**src/rtl/mmult_pkg.sv**
```systemverilog
// mmult_pkg: types and helpers shared by Large_Matrix_Mult and its result writer.
//   mrw_state_e    writer FSM states (IDLE, RUN, DRAIN, DONE)
//   MMULT_ROW_T    packed result row type for a given element width and count
//   cnt_width()    width of a counter that must hold the value n
`ifndef MMULT_ROW_T
`define MMULT_ROW_T(W, N) logic [((W)*(N))-1:0]
`endif

package mmult_pkg;

  typedef enum logic [1:0] {
    IDLE  = 2'd0,
    RUN   = 2'd1,
    DRAIN = 2'd2,
    DONE  = 2'd3
  } mrw_state_e;

  function automatic int cnt_width(input int n);
    return $clog2(n + 1);
  endfunction

endpackage

```
**src/rtl/mrw_row_fifo.sv**
```systemverilog
// mrw_row_fifo: synchronous row FIFO with registered storage.
//   clk, reset   rising-edge clock, synchronous active-high reset
//   clear        synchronous flush (pointers return to zero)
//   push, din    write din at the tail (ignored when full unless popping)
//   pop          advance the head (ignored when empty)
//   head         row at the head; stable until popped
//   full, empty  occupancy flags
// Pointers carry one extra wrap bit: equal pointers mean empty, pointers
// that differ only in the wrap bit mean full.
module mrw_row_fifo #(
  parameter int WIDTH_BITS = 32,
  parameter int DEPTH      = 4
) (
  input  logic                  clk,
  input  logic                  reset,
  input  logic                  clear,
  input  logic                  push,
  input  logic                  pop,
  input  logic [WIDTH_BITS-1:0] din,
  output logic [WIDTH_BITS-1:0] head,
  output logic                  full,
  output logic                  empty
);

  localparam int AW    = $clog2(DEPTH);
  localparam int PTR_W = AW + 1;

  logic [WIDTH_BITS-1:0] mem_r [DEPTH];
  logic [PTR_W-1:0]      wr_ptr_r;
  logic [PTR_W-1:0]      rd_ptr_r;
  logic                  do_push_s;
  logic                  do_pop_s;

  // Qualify requests against occupancy; a full FIFO accepts a push only with a same-cycle pop.
  always_comb begin
    do_pop_s  = pop && !empty;
    do_push_s = push && (!full || do_pop_s);
  end

  // Pointer registers.
  always_ff @(posedge clk) begin
    if (reset || clear) begin
      wr_ptr_r <= '0;
      rd_ptr_r <= '0;
    end else begin
      if (do_push_s) wr_ptr_r <= wr_ptr_r + PTR_W'(1);
      if (do_pop_s)  rd_ptr_r <= rd_ptr_r + PTR_W'(1);
    end
  end

  // Row storage; contents need no reset because the pointers gate visibility.
  always_ff @(posedge clk) begin
    if (do_push_s) mem_r[wr_ptr_r[AW-1:0]] <= din;
  end

  assign empty = (wr_ptr_r == rd_ptr_r);
  assign full  = (wr_ptr_r[PTR_W-1] != rd_ptr_r[PTR_W-1]) &&
                 (wr_ptr_r[AW-1:0] == rd_ptr_r[AW-1:0]);
  assign head  = mem_r[rd_ptr_r[AW-1:0]];

endmodule

```
**src/rtl/matrix_result_writer.sv**
```systemverilog
// matrix_result_writer: captures packed result rows from the multiplier,
// buffers them and writes them to result memory, one matrix at a time.
//   clk, reset  rising-edge clock, synchronous active-high reset
//   start       begin a new matrix (honoured in IDLE only)
//   res_data    packed result row; res_valid marks one row per high cycle
//   mem_we      write request, mem_addr/mem_wdata valid; accepted on mem_ready
//   busy        collecting or draining a matrix
//   done        one-cycle pulse after the last row of a matrix is written
//   overflow    sticky: a row was dropped since the last start
//   checksum    (only with MRW_CHECKSUM_EN) per-lane wrapping sum of accepted rows
// Optional feature macro: MRW_CHECKSUM_EN.
module matrix_result_writer
  import mmult_pkg::*;
#(
  parameter int WIDTH        = 8,
  parameter int NUM_ELEMENTS = 4,
  parameter int MATRIX_WIDTH = 4,
  parameter int FIFO_DEPTH   = 4,
  parameter int ADDR_WIDTH   = 8,
  parameter int BASE_ADDR    = 0
) (
  input  logic                          clk,
  input  logic                          reset,
  input  logic                          start,
  input  logic [NUM_ELEMENTS*WIDTH-1:0] res_data,
  input  logic                          res_valid,
  output logic                          mem_we,
  output logic [ADDR_WIDTH-1:0]         mem_addr,
  output logic [NUM_ELEMENTS*WIDTH-1:0] mem_wdata,
  input  logic                          mem_ready,
  output logic                          busy,
  output logic                          done,
  output logic                          overflow
`ifdef MRW_CHECKSUM_EN
  ,
  output logic [NUM_ELEMENTS*WIDTH-1:0] checksum
`endif
);

  localparam int CNT_W = cnt_width(MATRIX_WIDTH);
  localparam logic [CNT_W-1:0] LAST_IN  = CNT_W'(MATRIX_WIDTH - 1);
  localparam logic [CNT_W-1:0] FULL_CNT = CNT_W'(MATRIX_WIDTH);

  mrw_state_e                     state_r;
  mrw_state_e                     state_nxt_s;
  logic [CNT_W-1:0]               in_cnt_r;
  logic [CNT_W-1:0]               out_cnt_r;
  logic                           overflow_r;
  `MMULT_ROW_T(WIDTH, NUM_ELEMENTS) fifo_head_s;
  logic                           fifo_full_s;
  logic                           fifo_empty_s;
  logic                           active_s;
  logic                           start_acc_s;
  logic                           in_step_s;
  logic                           mem_we_s;
  logic                           pop_s;
  logic                           push_s;
  logic                           drop_s;
  logic                           late_s;

  // Handshake qualification; no write is offered while reset is asserted.
  always_comb begin
    active_s    = (state_r == RUN) || (state_r == DRAIN);
    start_acc_s = (state_r == IDLE) && start;
    in_step_s   = (state_r == RUN) && res_valid;
    mem_we_s    = !reset && !fifo_empty_s && active_s;
    pop_s       = mem_we_s && mem_ready;
    push_s      = in_step_s && (!fifo_full_s || pop_s);
    drop_s      = in_step_s && fifo_full_s && !pop_s;
    late_s      = (state_r == DRAIN) && res_valid;
  end

  // Next-state logic. DRAIN also ends once the FIFO is empty so that a
  // matrix with dropped rows (never written) cannot stall the writer.
  always_comb begin
    state_nxt_s = state_r;
    case (state_r)
      IDLE:    if (start) state_nxt_s = RUN; else state_nxt_s = IDLE;
      RUN:     if (res_valid && (in_cnt_r == LAST_IN)) state_nxt_s = DRAIN;
               else state_nxt_s = RUN;
      DRAIN:   if ((out_cnt_r == FULL_CNT) || fifo_empty_s) state_nxt_s = DONE;
               else state_nxt_s = DRAIN;
      DONE:    state_nxt_s = IDLE;
      default: state_nxt_s = IDLE;
    endcase
  end

  // State register.
  always_ff @(posedge clk) begin
    if (reset) state_r <= IDLE;
    else       state_r <= state_nxt_s;
  end

  // Row counters; dropped rows still count as received so the matrix ends on schedule.
  always_ff @(posedge clk) begin
    if (reset || start_acc_s) begin
      in_cnt_r  <= '0;
      out_cnt_r <= '0;
    end else begin
      if (in_step_s) in_cnt_r  <= in_cnt_r + CNT_W'(1);
      if (pop_s)     out_cnt_r <= out_cnt_r + CNT_W'(1);
    end
  end

  // Sticky overflow flag, cleared only by a new matrix or reset.
  always_ff @(posedge clk) begin
    if (reset || start_acc_s)  overflow_r <= 1'b0;
    else if (drop_s || late_s) overflow_r <= 1'b1;
  end

  mrw_row_fifo #(
    .WIDTH_BITS (NUM_ELEMENTS * WIDTH),
    .DEPTH      (FIFO_DEPTH)
  ) u_fifo (
    .clk   (clk),
    .reset (reset),
    .clear (start_acc_s),
    .push  (push_s),
    .pop   (pop_s),
    .din   (res_data),
    .head  (fifo_head_s),
    .full  (fifo_full_s),
    .empty (fifo_empty_s)
  );

`ifdef MRW_CHECKSUM_EN
  `MMULT_ROW_T(WIDTH, NUM_ELEMENTS) checksum_r;

  function automatic `MMULT_ROW_T(WIDTH, NUM_ELEMENTS) lane_add(
    input `MMULT_ROW_T(WIDTH, NUM_ELEMENTS) a,
    input `MMULT_ROW_T(WIDTH, NUM_ELEMENTS) b
  );
    `MMULT_ROW_T(WIDTH, NUM_ELEMENTS) r;
    r = '0;
    for (int i = 0; i < NUM_ELEMENTS; i++) begin
      r[i*WIDTH +: WIDTH] = a[i*WIDTH +: WIDTH] + b[i*WIDTH +: WIDTH];
    end
    return r;
  endfunction

  // Per-lane running sum of every row accepted into the FIFO.
  always_ff @(posedge clk) begin
    if (reset || start_acc_s) checksum_r <= '0;
    else if (push_s)          checksum_r <= lane_add(checksum_r, res_data);
  end

  assign checksum = checksum_r;
`endif

  assign mem_we    = mem_we_s;
  assign mem_addr  = ADDR_WIDTH'(BASE_ADDR) + ADDR_WIDTH'(out_cnt_r);
  assign mem_wdata = fifo_head_s;
  assign busy      = active_s;
  assign done      = (state_r == DONE);
  assign overflow  = overflow_r;

endmodule
```
**config.mk**
```make
export PLATFORM = sky130hd
export DESIGN_NAME = matrix_result_writer
export DESIGN_NICKNAME = d
export VERILOG_FILES = /design/src/rtl/mmult_pkg.sv /design/src/rtl/mrw_row_fifo.sv /design/src/rtl/matrix_result_writer.sv
export SDC_FILE = /design/constraint.sdc
export NUM_CORES = 1
export LEC_CHECK = 0
export CAP_MARGIN = 25
export CORE_ASPECT_RATIO = 0.75
export CORE_MARGIN = 1.5
export CORE_UTILIZATION = 56
export CTS_BUF_LIST = sky130_fd_sc_hd__clkbuf_8
export DETAILED_ROUTE_END_ITERATION = 8
export PLACE_DENSITY = 0.86
export SLEW_MARGIN = 20
export SYNTH_ARGS = -nofsm -noshare
export SYNTH_HDL_FRONTEND = slang
export SYNTH_HIERARCHICAL = 1
export SYNTH_SLANG_ARGS = --single-unit
```
**constraint.sdc**
```tcl
create_clock -name clk -period 4.95 [get_ports clk]
set_clock_uncertainty 0.1 [all_clocks]
set_input_delay 0.99 -clock clk [delete_from_list [all_inputs] [get_ports clk]]
set_output_delay 0.99 -clock clk [all_outputs]
set_load 0.005 [all_outputs]
```
==> run summary, run 1 <==
Run status
• result of the run: complete, no violations

Placed design
• number of placed instances, taps included: 485
• placement-stage worst setup slack: 1.08 ns
• weighted congestion reported at the end of routability-driven placement: 0.743
• placed cell areas: 0.00655 mm2
• half-perimeter wire length of the detailed placement result: 5940 um
• port bufs: 75

Setup path
• slowest stage cell on the critical path: dfxtp_2
• required time at the worst-slack endpoint: 3.86 ns
• cell-by-cell trace of the critical path: buf_4 > mux4_2 > clkdlybuf4s50_1
• top fanout value on the critical path: 27
• startpoint type of the worst setup path: flop
• Crit Path Category: reg2out
• kind of end point of the critical path: output port
• largest stage delay on the critical path: 0.95 ns
• arrival time of the worst setup path: 2.68 ns

Clocking
• post_cts resized: 0
• clock tree from TritonCTS: yes
• number of hold buffers added after cts: 0
• clock-pin slew reported for the worst setup and hold paths after clock tree synthesis: 0.08 ns
• H-tree levels: 4
• maximum root-to-sink buffer count: 2
• Clock Latency Late Sink: 0.44 ns
• CTS sink count: 145
• postcts setup bufs: 0
• cell at the root of the clock tree: clkbuf_8
• Inserted Clock Buffers: 17

Floorplan
• DIE AREA: 0.0107 mm2
• number of primary I/O pins: 81
• initial standard-cell utilization of the core: 58.0%
• core area: 0.00974 mm2
• x dimension of the die: 119 um
• Core Rows: 31
• vertical die dimension: 89.9 um

Timing
• total count of hold-check failures in the final report: 0
• setup repair after global routing missed its margin: no
• Setup TNS Final: 0 ns
• number of endpoints failing setup at the final stage: 0
• max-slew violations: 0
• max_slew headroom: 38.4%
• minimum clock period after layout: 3.77 ns
• setup slack of the critical path after layout: 1.18 ns
• portion of the clock cycle consumed by the worst path in the final layout: 76.2%
• maximum frequency from static timing analysis: 0.265 GHz
• Tightest Pin Transition: 0.925 ns

Yosys
• fraction of the yosys area taken by sequential cells: 74.1%
• synthesis warning total: 6
• largest family of logic cells by synthesized area: multiplexers
• post-synthesis adder-cell area fraction: 3.10%
• Synth area leader: edfxtp_1
• average cell area after synthesis: 19.9 um2
• share of the synthesized area in the top cell type: 68.1%
• flip-flop and latch count after synthesis: 145
• synth top area cells: edfxtp_1, mux4_2, dfxtp_1
• synthesized-area fraction occupied by ao, oa, aoi and oai cells: 2.44%
• synthesized instance count: 284
• number of distinct library cell variants in the gate-level netlist after synthesis: 38
• mux cell area share after synthesis: 14.0%
• simple-gate area share of the yosys netlist: 3.22%
• area share of xor/xnor cells in the synthesized design: 0.931%
• Post-Syn Area: 0.00564 mm2

Finish
• ratio of cells with drive above 1 in the final layout: 20.5%
• Final Util: 71.8%
• final std cell area, no fill: 0.00699 mm2
• growth of design area from synthesis to finish: 23.8%
• # diodes: 0
• commonest cells after routing, fill and taps aside: edfxtp_1, clkdlybuf4s50_1, mux4_2
• most common cell after layout, fill and taps aside: edfxtp_1
• nets@finish: 423
• Final Instance Count excl. Fillers: 517

Drt
• number of routed nets with antenna violations: 0
• average detailed-routed wire length per instance: 18.0 um
• average vias per placed instance: 5.40
• number of detailed-routing iterations run before antenna repair: 4
• vias after detailed routing: 2,791
• DRC violation total after the first TritonRoute iteration: 252
• routed wire length: 9310 um
• DRC violations left: 0

Power
• share of total power in the clock network: 40.7%
• switch share: 20.2%
• leakage power: 0.00226 uW
• Power Dens Cells: 352 mW/mm2
• net switching power of the design: 497 uW
• combinational power share: 4.3%
• maximum VDD drop: 227 uV
• portion of total power attributed to sequential cells: 54.9%
• internal power component: 1960 uW

GRT
• global-route wire length before repair: 15,100 um
• overflow left after global routing: 0
• overall track demand over capacity in global routing: 19.4%
• antenna violations before repair: 0
• vias in the first global route: 2,815
• pin count of the biggest net entering global routing: 33

Worst hold path
• worst min-delay path class: reg2reg

Run
• max cap viols: 0

==> power by group through the flow <==
stage,Sequential (uW),Clock [uW],Combinational [uW]
after floorplan,1380,0,38.6
after global placement,1380,0,104
after detailed placement,1380,0,107
after CTS,1350,1020,108
after global routing,1350,1080,117
final,1350,1000,107
==> worst paths after layout <==
path                      startpoint                   to  slack (ns)  depth (start not counted)
setup reg to reg  u_fifo/wr_ptr_r[1]  u_fifo/mem_r[1][11]        1.67                          9
hold reg to reg          in_cnt_r[1]          in_cnt_r[1]        0.38                          2
setup / recovery                flop         mem_wdata[2]        1.18                          3
hold / removal           in_cnt_r[1]          in_cnt_r[1]        0.38                          2
==> metrics by stage <==
stage | total power, uW | hold WS, ns
3_3_place_gp | 1480 | 0.349
4_1_cts | 2480 | 0.390
6_report | 2460 | 0.385
3_5_place_dp | 1490 | 0.378
5_1_grt | 2540 | 0.411
2_1_floorplan | 1410 | 0.340
==> cell families after synthesis <==
kind of cell               Yosys count
and+or+nand+nor                     36
buffers and inverters               25
AOI/OAI and AO/OA                   18
muxes                               39
adders and majority gates           14
xor gates and xnor gates             6
DFF                                145
other                                1
==> routing by layer <==
metal	global-route usage, %	part of all wire, %	up-vias	wire length, um
met2	29.1	48	93	4450
met5	0	0	-	0
met1	26.8	46	1392	4240
li1	-	-	1300	-
met3	6.66	5.8	6	539
met4	7.23	0.86	0	80
==> cells in the mapped netlist <==
library cell / number
and2_1: 4
a211oi_1: 1
a311o_1: 1
or3b_1: 1
a31oi_1: 1
o211ai_2: 1
buf_4: 5
a221oi_1: 1
nor3_1: 1
or4b_1: 1
a21oi_2: 1
mux2i_1: 7
ha_1: 14
a21o_2: 1
a311oi_1: 1
inv_2: 1
nand2_1: 15
a21oi_1: 5
a31o_2: 1
buf_1: 3
buf_2: 4
a41oi_1: 2
nor2_1: 6
nand4_1: 1
a21o_1: 1
xnor2_1: 4
edfxtp_1: 128
or3_1: 2
xor2_1: 2
nor2b_1: 1
nor3b_2: 1
nand2_2: 1
mux4_2: 32
dfxtp_1: 17
conb_1: 1
nand3_1: 2
o211ai_1: 1
inv_1: 12
==> registers in the layout, summed over array words and instances, names as in the netlist, named ones only <==
register / cells
in_cnt_r: 3
out_cnt_r: 3
u_fifo/wr_ptr_r: 3
u_fifo/mem_r: 128
overflow: 1
state_r: 1
u_fifo/rd_ptr_r: 3
==> area by class of cell <==
type	instances	area, um2
fill	587	2750
sequential	145	4190
clock inverter	15	206
tap	132	165
inverter	13	48.8
clock buffer	17	234
timing repair buffer	77	766
multi-input combinational	118	1380
==> critical path, delay by kind of cell (launching register included) <==
family   cells  cell delay, ns
flops        1            0.95
buf+inv      2            0.78
mux          1            0.51
No activity file was read; power rests on OpenSTA's default activity.
==> inputs of run 2 (changes only) <==
- clock period: 4.95 -> 3.5 ns (I/O delays scaled with it)
==> run 2 against run 1 <==
Effect of this change:
- first-iteration DRC count is 19% higher
- worst setup slack worse by 0.84 ns
- critical path depth stayed put
- sequential share of layout area is 0.39 points lower
- critical path type unchanged
- largest cell class unchanged
==> run summary, run 2 (same netlist as run 1, synthesis figures left out) <==
Finish
• ratio of cells with drive above 1 in the final layout: 20.7%
• final std cell area, no fill: 0.00703 mm2
• flip-flop count of the largest register, all copies and words added: 128
• most common cell after layout, fill and taps aside: edfxtp_1
• growth of design area from synthesis to finish: 24.6%
• commonest cells after routing, fill and taps aside: edfxtp_1, clkdlybuf4s50_1, mux4_2
• nets@finish: 430
• # diodes: 0

Drt
• DRC violation total after the first TritonRoute iteration: 299
• DR top layer: met4
• routed wire length: 9970 um
• average vias per placed instance: 5.49
• met2 layer wire length in the routed design: 4860 um
• Detail Route met3 WL: 509 um
• average detailed-routed wire length per instance: 19.0 um
• number of routed nets with antenna violations: 0
• vias after detailed routing: 2,878
• DRC violations left: 0
• WL met1: 4390 um
• number of detailed-routing iterations run before antenna repair: 4

GRT
• pin count of the biggest net entering global routing: 34
• antenna violations before repair: 0
• overflow left after global routing: 0
• vias in the first global route: 3,084
• global-route wire length before repair: 16,100 um
• overall track demand over capacity in global routing: 20.4%

Setup path
• dominant delay contributor by cell family on the critical path: buffers and inverters
• cell-by-cell trace of the critical path: buf_12 > mux4_2 > clkdlybuf4s50_1
• Crit Path Category: reg2out
• startpoint type of the worst setup path: flop
• required time at the worst-slack endpoint: 2.70 ns
• Buf/Inv on CP: 2
• kind of end point of the critical path: output port
• largest stage delay on the critical path: 0.63 ns
• slowest stage cell on the critical path: dfxtp_2
• arrival time of the worst setup path: 2.37 ns
• top fanout value on the critical path: 22

Timing
• total count of hold-check failures in the final report: 0
• Setup TNS Final: 0 ns
• portion of the clock cycle consumed by the worst path in the final layout: 90.4%
• max-slew violations: 0
• setup repair after global routing missed its margin: no
• maximum frequency from static timing analysis: 0.316 GHz
• minimum clock period after layout: 3.17 ns
• Tightest Pin Transition: 0.834 ns
• number of endpoints failing setup at the final stage: 0
• max_slew headroom: 44.4%

Placed design
• half-perimeter wire length of the detailed placement result: 6320 um
• placed cell areas: 0.00662 mm2
• weighted congestion reported at the end of routability-driven placement: 0.797
• port bufs: 75

Floorplan
• number of primary I/O pins: 81
• vertical die dimension: 89.9 um
• initial standard-cell utilization of the core: 58.0%
• DIE AREA: 0.0107 mm2
• Core Rows: 31
• x dimension of the die: 119 um
• core area: 0.00974 mm2

Power
• maximum VDD drop: 484 uV
• PnR Total Power: 3400 uW
• leakage power: 0.00229 uW
• Power Dens Cells: 483 mW/mm2

Clocking
• clock tree from TritonCTS: yes
• CTS sink count: 145
• H-tree levels: 4
• maximum root-to-sink buffer count: 2
• post_cts resized: 0
• postcts setup bufs: 0
• number of hold buffers added after cts: 0
• cell at the root of the clock tree: clkbuf_8
• Clock Latency Late Sink: 0.43 ns
• Inserted Clock Buffers: 17
• clock-pin slew reported for the worst setup and hold paths after clock tree synthesis: 0.07 ns

Run
• max cap viols: 0

Run status
• result of the run: complete, no violations

Worst hold path
• worst min-delay path class: reg2reg

==> run 2: cell types whose count changed in the layout (fill, tap and decap cells not counted), sizes merged <==
cell / previous run / this run
inv: 18 / 15
buf: 2 / 9
clkinv: 5 / 8
==> run 2: worst register-to-register path: stages (launching register included) <==
cell,delay (ns)
dfxtp_1,0.46
xnor2_1,0.28
nand3_1,0.21
inv_1,0.09
nor3b_2,0.23
nand2_2,0.09
inv_2,0.11
inv_1,0.14
a41oi_1,0.46
and2_2,0.26
buf_4,0.27
==> run 2: metrics by stage <==
stage / utilization [%] / worst slack, ns / cells / hold slack (ns)
2_1_floorplan: - / 0.512 / 288 / 0.340
3_3_place_gp: 68.0 / 0.496 / 492 / 0.352
3_5_place_dp: 68.0 / 0.399 / 492 / 0.364
4_1_cts: 72.2 / 0.268 / 524 / 0.375
5_1_grt: 72.2 / 0.180 / 524 / 0.400
6_report: 72.2 / 0.334 / 524 / 0.372
==> run 2: metal layers <==
metal,GRT usage [%],vias up
li1,-,1320
met1,26.6,1444
met2,32.9,97
met3,5.58,17
met4,8.23,0
met5,0,-
==> run 2: cell type report <==
class,count,area (um2)
clock inverter,15,175
timing repair buffer,84,843
tap,132,165
fill,578,2700
inverter,13,48.8
sequential,145,4190
multi-input combinational,118,1380
clock buffer,17,234
==> run 2: final timing paths <==
check	depth (start not counted)	slack, ns	startpoint	endpoint
setup reg to reg	10	0.49	u_fifo/wr_ptr_r[1]	u_fifo/mem_r[1][9]
hold reg to reg	2	0.37	in_cnt_r[1]	in_cnt_r[1]
hold / removal	2	0.37	in_cnt_r[1]	in_cnt_r[1]
setup / recovery	3	0.33	flop	mem_wdata[19]
==> run 2: where the power goes <==
part	internal [uW]	switching [uW]	total [uW]
sequential	1900	7.25	1910
combinational	86.7	69.1	156
clock	759	573	1330
total	2750	650	3400
==> inputs of run 3 (changes only) <==
- CORE_UTILIZATION: 56 -> 55
- PLACE_DENSITY: 0.86 -> 0.84
==> run 3 against run 2 <==
Effect of this change:
- first-iteration DRC count down 46%
- combinational power about the same
- sequential power about the same
- cell count down 0.19%
- die area up 1.8%
- critical path type unchanged
- clock-buffer cell count unchanged
- design area down 0.41%
- global-route usage down 0.35 points
- non-clock buffer count up 2
- hold slack better by 0.023 ns
==> run summary, run 3 (same netlist as run 1, synthesis figures left out) <==
Setup path
• Buf/Inv on CP: 2
• kind of end point of the critical path: output port
• cell-by-cell trace of the critical path: xnor2_1 > nand3_1 > inv_1 > nor3b_2 > clkdlybuf4s50_1
• slowest stage cell on the critical path: xnor2_1
• Crit Path Category: reg2out
• largest stage delay on the critical path: 0.58 ns
• startpoint type of the worst setup path: flop
• arrival time of the worst setup path: 2.27 ns
• required time at the worst-slack endpoint: 2.70 ns
• Worst Reg-to-Reg Cells: 10
• dominant delay contributor by cell family on the critical path: buffers and inverters
• top fanout value on the critical path: 6
• Stages on worst setup path: 5

Floorplan
• core area: 0.00981 mm2
• Core Rows: 31
• DIE AREA: 0.0109 mm2
• vertical die dimension: 90.7 um
• x dimension of the die: 120 um
• initial standard-cell utilization of the core: 57.5%
• number of primary I/O pins: 81

Drt
• average detailed-routed wire length per instance: 18.8 um
• number of routed nets with antenna violations: 0
• DRC violation total after the first TritonRoute iteration: 162
• average vias per placed instance: 5.54
• vias after detailed routing: 2,895
• DRC violations left: 0
• number of detailed-routing iterations run before antenna repair: 4
• routed wire length: 9820 um

Clocking
• postcts setup bufs: 0
• number of hold buffers added after cts: 0
• H-tree levels: 4
• CTS sink count: 145
• maximum root-to-sink buffer count: 2
• Inserted Clock Buffers: 17
• clock-pin slew reported for the worst setup and hold paths after clock tree synthesis: 0.07 ns
• Clock Latency Late Sink: 0.43 ns
• cell at the root of the clock tree: clkbuf_8
• post_cts resized: 0
• clock tree from TritonCTS: yes

Worst hold path
• Hold Path Stages: 2
• worst min-delay path class: reg2reg

Timing
• portion of the clock cycle consumed by the worst path in the final layout: 87.6%
• minimum clock period after layout: 3.07 ns
• worst hold margin: 0.394 ns
• number of endpoints failing setup at the final stage: 0
• max_slew headroom: 54.1%
• setup repair after global routing missed its margin: no
• Tightest Pin Transition: 0.683 ns
• max-slew violations: 0
• maximum frequency from static timing analysis: 0.326 GHz
• Setup TNS Final: 0 ns
• total count of hold-check failures in the final report: 0

Finish
• Final Util: 71.4%
• # diodes: 0
• fill count: 628
• growth of design area from synthesis to finish: 24.1%
• nets@finish: 432
• most common cell after layout, fill and taps aside: edfxtp_1
• commonest cells after routing, fill and taps aside: edfxtp_1, clkdlybuf4s50_1, mux4_2
• flip-flop count of the largest register, all copies and words added: 128
• ratio of cells with drive above 1 in the final layout: 20.5%

GRT
• overall track demand over capacity in global routing: 20.0%
• overflow left after global routing: 0
• antenna violations before repair: 0
• vias in the first global route: 3,082
• pin count of the biggest net entering global routing: 27
• global-route wire length before repair: 15,800 um

Run status
• result of the run: complete, no violations

Power
• maximum VDD drop: 351 uV
• leakage power: 0.00228 uW
• Power Dens Cells: 458 mW/mm2

Placed design
• weighted congestion reported at the end of routability-driven placement: 0.814
• half-perimeter wire length of the detailed placement result: 6570 um
• port bufs: 75

Run
• max cap viols: 0

## run 3: cell types whose count changed in the layout (fill, tap and decap cells not counted), sizes merged
| cell | change |
|---|---|
| bufinv | -2 |
| clkinv | -3 |
| inv | +2 |
| buf | +2 |
## run 3: layout make-up
type	instances	area, um2	area share, %
clock buffers	17	234	3.34
clock inverters	12	106	1.52
inverters	13	48.8	0.697
multi-input cells	118	1380	19.7
flip-flops and latches	145	4190	59.8
well taps	132	165	2.36
repair buffers	86	883	12.6
## run 3: path summary, 6_finish.rpt
| kind | slack [ns] | end | from |
|---|---|---|---|
| max | 0.43 | mem_we | u_fifo/wr_ptr_r[1] |
| min | 0.39 | in_cnt_r[1] | in_cnt_r[1] |
| max reg2reg | 0.57 | u_fifo/mem_r[2][28] | u_fifo/wr_ptr_r[0] |
| min reg2reg | 0.39 | in_cnt_r[1] | in_cnt_r[1] |
## run 3: worst min-delay path, stage by stage (launching register included)
cell     delay, ns
dfxtp_1       0.31
nand2_1       0.06
a21oi_1       0.07
## run 3: layer usage
layer	vias up	track usage [%]	part of all wire [%]
met5	-	0	0
met4	0	8.93	2.0
met2	94	31.9	50
met3	19	5.37	5.5
met1	1470	26.1	43
li1	1312	-	-
## run 3: per-stage QoR
stage | std cells | instance area, um2 | total power [uW] | setup WS (ns)
2_1_floorplan | 288 | 5670 | 2000 | 0.512
3_3_place_gp | 494 | 6660 | 2100 | 0.418
3_5_place_dp | 494 | 6660 | 2110 | 0.326
4_1_cts | 523 | 7000 | 3240 | 0.401
5_1_grt | 523 | 7000 | 3320 | 0.342
6_report | 523 | 7000 | 3210 | 0.433
## run 3: where the power goes
group	internal (uW)	switching, uW	total (uW)
clock	601	537	1140
sequential	1900	7.41	1910
combinational	88.3	69.9	158
total	2590	614	3210
